**config.mk**
```make
export PLATFORM = sky130hd
export DESIGN_NAME = ascii_hex_decoder
export DESIGN_NICKNAME = d
export VERILOG_FILES = /design/src/rtl/ascii_pkg.sv /design/src/rtl/ascii_hex_nibble.sv /design/src/rtl/ascii_hex_decoder.sv
export SDC_FILE = /design/constraint.sdc
export NUM_CORES = 1
export LEC_CHECK = 0
export CORE_MARGIN = 1
export CORE_UTILIZATION = 55
export CTS_CLUSTER_SIZE = 16
export DETAILED_ROUTE_END_ITERATION = 10
export PLACE_DENSITY_LB_ADDON = 0.12
export SETUP_SLACK_MARGIN = 0.15
export SYNTH_ARGS = -nofsm -noshare
export SYNTH_HDL_FRONTEND = slang
export SYNTH_SLANG_ARGS = --single-unit
```
**constraint.sdc**
```tcl
create_clock -name clk -period 3 [get_ports clk]
set_input_delay 0.45 -clock clk [delete_from_list [all_inputs] [get_ports clk]]
set_output_delay 0.45 -clock clk [all_outputs]
set_load 0.01 [all_outputs]
```
**src/rtl/ascii_pkg.sv**
```systemverilog
// Shared ASCII constants and decoder state encoding for the console
// byte-stream parsers.
package ascii_pkg;

   localparam logic [7:0] ASCII_CR  = 8'h0D;
   localparam logic [7:0] ASCII_LF  = 8'h0A;
   localparam logic [7:0] ASCII_SP  = 8'h20;
   localparam logic [7:0] ASCII_TAB = 8'h09;
   localparam logic [7:0] ASCII_0   = 8'h30;
   localparam logic [7:0] ASCII_A   = 8'h41;
   localparam logic [7:0] ASCII_a   = 8'h61;

   typedef enum logic [1:0] {
      IDLE    = 2'd0,
      ACCUM   = 2'd1,
      DISCARD = 2'd2
   } dec_state_t;

endpackage

```
**src/rtl/ascii_hex_nibble.sv**
```systemverilog
// Combinational byte classifier: hex digit value, separator and end-of-line flags.
module ascii_hex_nibble
   import ascii_pkg::*;
(
   input  logic [7:0] data,
   output logic       is_hex,
   output logic [3:0] nibble,
   output logic       is_sep,
   output logic       is_eol
);

   always_comb begin
      is_hex = 1'b0;
      nibble = 4'd0;
      if (data >= ASCII_0 && data <= ASCII_0 + 8'd9) begin
         is_hex = 1'b1;
         nibble = 4'(data - ASCII_0);
      end else if (data >= ASCII_A && data <= ASCII_A + 8'd5) begin
         is_hex = 1'b1;
         nibble = 4'(data - ASCII_A + 8'd10);
      end else if (data >= ASCII_a && data <= ASCII_a + 8'd5) begin
         is_hex = 1'b1;
         nibble = 4'(data - ASCII_a + 8'd10);
      end
   end

   assign is_sep = (data == ASCII_SP) || (data == ASCII_TAB);
   assign is_eol = (data == ASCII_CR) || (data == ASCII_LF);

endmodule

```
**src/rtl/ascii_hex_decoder.sv**
```systemverilog
// Parses whitespace/line delimited hex tokens from a UART byte stream into
// binary values, flagging malformed or overlong tokens once per line.
module ascii_hex_decoder
   import ascii_pkg::*;
#(
   parameter int MAX_DIGITS = 8
) (
   input  logic                             clk,
   input  logic                             reset,
   input  logic [7:0]                       data,
   input  logic                             data_strobe,
   output logic [4*MAX_DIGITS-1:0]          value,
   output logic [$clog2(MAX_DIGITS+1)-1:0]  count,
   output logic                             value_strobe,
   output logic                             error_strobe
);

   localparam int W  = 4 * MAX_DIGITS;
   localparam int CW = $clog2(MAX_DIGITS + 1);

   logic          is_hex;
   logic [3:0]    nibble;
   logic          is_sep;
   logic          is_eol;

   dec_state_t    state_reg;
   logic [W-1:0]  acc_reg;
   logic [CW-1:0] n_reg;

   ascii_hex_nibble u_nibble (
      .data   (data),
      .is_hex (is_hex),
      .nibble (nibble),
      .is_sep (is_sep),
      .is_eol (is_eol)
   );

   always_ff @(posedge clk) begin
      if (reset) begin
         state_reg    <= IDLE;
         acc_reg      <= '0;
         n_reg        <= '0;
         value        <= '0;
         count        <= '0;
         value_strobe <= 1'b0;
         error_strobe <= 1'b0;
      end else begin
         value_strobe <= 1'b0;
         error_strobe <= 1'b0;
         if (data_strobe) begin
            case (state_reg)
               IDLE: begin
                  if (is_hex) begin
                     acc_reg   <= W'(nibble);
                     n_reg     <= CW'(1);
                     state_reg <= ACCUM;
                  end else if (!is_sep && !is_eol) begin
                     error_strobe <= 1'b1;
                     state_reg    <= DISCARD;
                  end
               end
               ACCUM: begin
                  if (is_hex && n_reg != CW'(MAX_DIGITS)) begin
                     acc_reg <= {acc_reg[W-5:0], nibble};
                     n_reg   <= n_reg + CW'(1);
                  end else if (is_sep || is_eol) begin
                     value        <= acc_reg;
                     count        <= n_reg;
                     value_strobe <= 1'b1;
                     acc_reg      <= '0;
                     n_reg        <= '0;
                     state_reg    <= IDLE;
                  end else begin
                     // Overflow and bad characters both poison the rest of the line.
                     error_strobe <= 1'b1;
                     acc_reg      <= '0;
                     n_reg        <= '0;
                     state_reg    <= DISCARD;
                  end
               end
               DISCARD: begin
                  if (is_eol) begin
                     state_reg <= IDLE;
                  end
               end
               default: begin
                  acc_reg   <= '0;
                  n_reg     <= '0;
                  state_reg <= IDLE;
               end
            endcase
         end
      end
   end

endmodule

```
==> flow_summary.ini <==
[global_route]
grt_max_degree = 42
track_usage_pct = 20.62
grt_pass1_wl_mm = 8.645
use_met2_pct = 32.53
met1_usage_pct = 26.67
grt_overflow = 0
antenna_found_initial = 0
top_usage_layer = met2
use_met3_pct = 6.024
grt_pass1_vias = 1861

[sta]
clock-skew-final_ns = 0.007701
rsz0062_at_grt = no
finalCritPeriodShare_pct = 89.10
fmax_ghz = 0.3741
period_minus_slack_ns = 2.673
tightest_slew_ns = 1.057
tns_ns = 0
worst_slack_ns = 0.3271
slew_violations = 0
hold_viol = 0
finalSetupViolCount = 0
slew_headroom_pct = 29.22

[route]
wirelength_mm = 5.374
drc = 0
dr.pass1.iters = 5
ant_nets = 0
first_iter_violations = 66
vias = 2107
routedWlPerCell_um = 13.89
viasPerCell = 5.444

[pwr]
power_frac_comb_pct = 4.0
power.switching_uw = 417.2
p_leak_uw = 0.001329
p_int_uw = 1628
power.total_uw = 2046
swShare_pct = 20.40
cellPowerDensity_nw_per_um2 = 553.3
power_frac_clock_pct = 46.3
p_seq_share_pct = 49.7
irDropWorstVdd_uv = 292.6

[critical_path]
ff2ff_path_depth = 7
crit_path_start = n_reg[0]
cp.arrival_ns = 2.95
rr_startpoint = n_reg[0]
r2r_slack_ns = 0.33
end_kind = flip-flop
cp_max_fo = 15
crit_required_ns = 3.28
reg2reg_to = acc_reg[30]
path_class = flip-flop to flip-flop
start_kind = flip-flop

[job]
max-cap-violations = 0

[hold_path]
holdPathEnd = acc_reg[30]
hold_depth = 1
min-delay-start = acc_reg[30]
hold_path_class = flip-flop to flip-flop

[status]
status = completed

[die]
die-area_um2 = 5610
pin_count = 49
core_um2 = 5107
die_h_um = 74.90
start_util_pct = 57.23
die_w_um = 74.90
rows = 26

[clock_tree]
cts_buffers = 9
htreeDepth = 3
clockBufferDepth = 2
post-cts-setup-buffers = 0
tritoncts = done
postCtsHoldBufs = 0
clock_latency_ns = 0.34
cts_sinks = 76
path_clk_slew_ns = 0.07
cts_resized = 0
cts-root-buf = clkbuf_8

[cells_and_area]
diodes = 0
design_area_um2 = 3697
fill_cells = 400
drive_gt1_share_pct = 8.833
seq_area_um2 = 1521
multi_input_area_um2 = 1266
fin_nets = 329
area_growth_pct = 26.50

[yosys]
synth_cells = 261
synth_area_per_cell_um2 = 11.20
seq_area_frac_synth_pct = 52.05
synth_area_leaders = dfxtp_1 52%, mux2i_1 13%, a22o_1 8.7%
ys_types = 40
yosys.area.top_type = dfxtp_1
synth_area_um2 = 2923
syn_nets = 278
yosys_warnings = 0
synth_top_cell_area_share_pct = 52.05
ys_ff_latch = 76

[place]
dpl_cell_area_um2 = 3436
dp_hpwl_mm = 3.298
portBuffers = 48
dp_slack_ns = -0.1052
gp_congestion = 0.7913
==> power by group through the flow <==
stage / registers (µW) / clock network (µW) / logic [µW]
floorplan: 1040 / 0 / 47.3
global placement: 1040 / 0 / 80.1
detailed placement: 1040 / 0 / 81.1
CTS: 1020 / 965 / 81.4
global route: 1020 / 999 / 90.2
finish: 1020 / 948 / 81.6
==> cells in the final DEF, fill, tap and decap left out, types with 4 or more instances in the layout <==
cell type,count
o2bb2ai_1,4
clkbuf_8,10
clkdlybuf4s50_1,48
mux2i_1,37
ha_1,6
a22o_1,29
nor2_1,39
inv_1,6
a21oi_1,7
dfxtp_1,76
nand2_1,5
buf_4,4
==> Yosys cell counts, drive strengths merged <==
library cell and instances:
nor2b 2, nand2 5, o21bai 1, mux2i 37, a22o 29, o311ai 1, inv 6, a221oi 1
or4b 2, nor3 2, nand3 3, nor2 39, a221o 1, nor4b 3, ha 6, clkbuf 5
dfxtp 76, nor3b 3, a22oi 1, a21oi 7, o2bb2ai 4, a21o 1, nand2b 1, buf 10
and2b 2, a211o 1, or3 1, a31o 1, o21ai 3, o311a 1, nand4bb 1, a211oi 1
nor4 1, and2 2, xnor2 1
==> metal layers <==
| layer | routed length [µm] | vias to the layer above |
|---|---|---|
| met1 | 2646 | 1001 |
| li1 | - | 1052 |
| met3 | 194 | 11 |
| met5 | 0 | - |
| met2 | 2455 | 43 |
| met4 | 77 | 0 |
==> stage by stage <==
step / hold WS, ns / util (%) / instances
2_1_floorplan: 0.4489 / - / 261
3_3_place_gp: 0.4647 / 67.27 / 370
3_5_place_dp: 0.4684 / 67.27 / 370
4_1_cts: 0.4891 / 72.15 / 386
5_1_grt: 0.4969 / 72.39 / 387
6_report: 0.4867 / 72.39 / 387
==> worst max-delay path, cell delays in order (launching register included) <==
cell	delay (ns)
dfxtp_1	0.45
inv_1	0.07
ha_1	0.19
nand2_1	0.07
nor2_1	0.06
or4b_1	0.62
nor3b_2	0.91
a22o_1	0.23
==> area by class of cell <==
type | instances | area share [%]
clock inverters | 5 | 2.910
repair buffers | 54 | 14.89
flip-flops and latches | 76 | 41.15
clock buffers | 11 | 3.824
inverters | 6 | 0.6091
multi-input cells | 165 | 34.25
well taps | 70 | 2.369
==> worst max-delay path by stage <==
stage               slack, ns  cells past startpoint     endpoint
global placement        -0.02                      8     n_reg[3]
global route             0.19                      7   acc_reg[6]
floorplan                0.88                      9     value[0]
finish                   0.33                      7  acc_reg[30]
CTS                      0.23                      7     n_reg[3]
detailed placement      -0.11                      8     n_reg[3]
==> cell families (layout without fill, tap and decap cells) <==
logic type	count (synthesis)	in the layout	share of synthesized area (%)
flip-flops	76	76	52.05
adder cells (fa/ha/maj)	6	6	2.568
AO/OA/AOI/OAI	53	53	15.28
buffers and inverters	21	76	5.522
AND/OR/NAND/NOR	67	68	11.60
multiplexers	37	37	12.67
XOR/XNOR	1	1	0.2997
(Power assumes the default switching activity.)
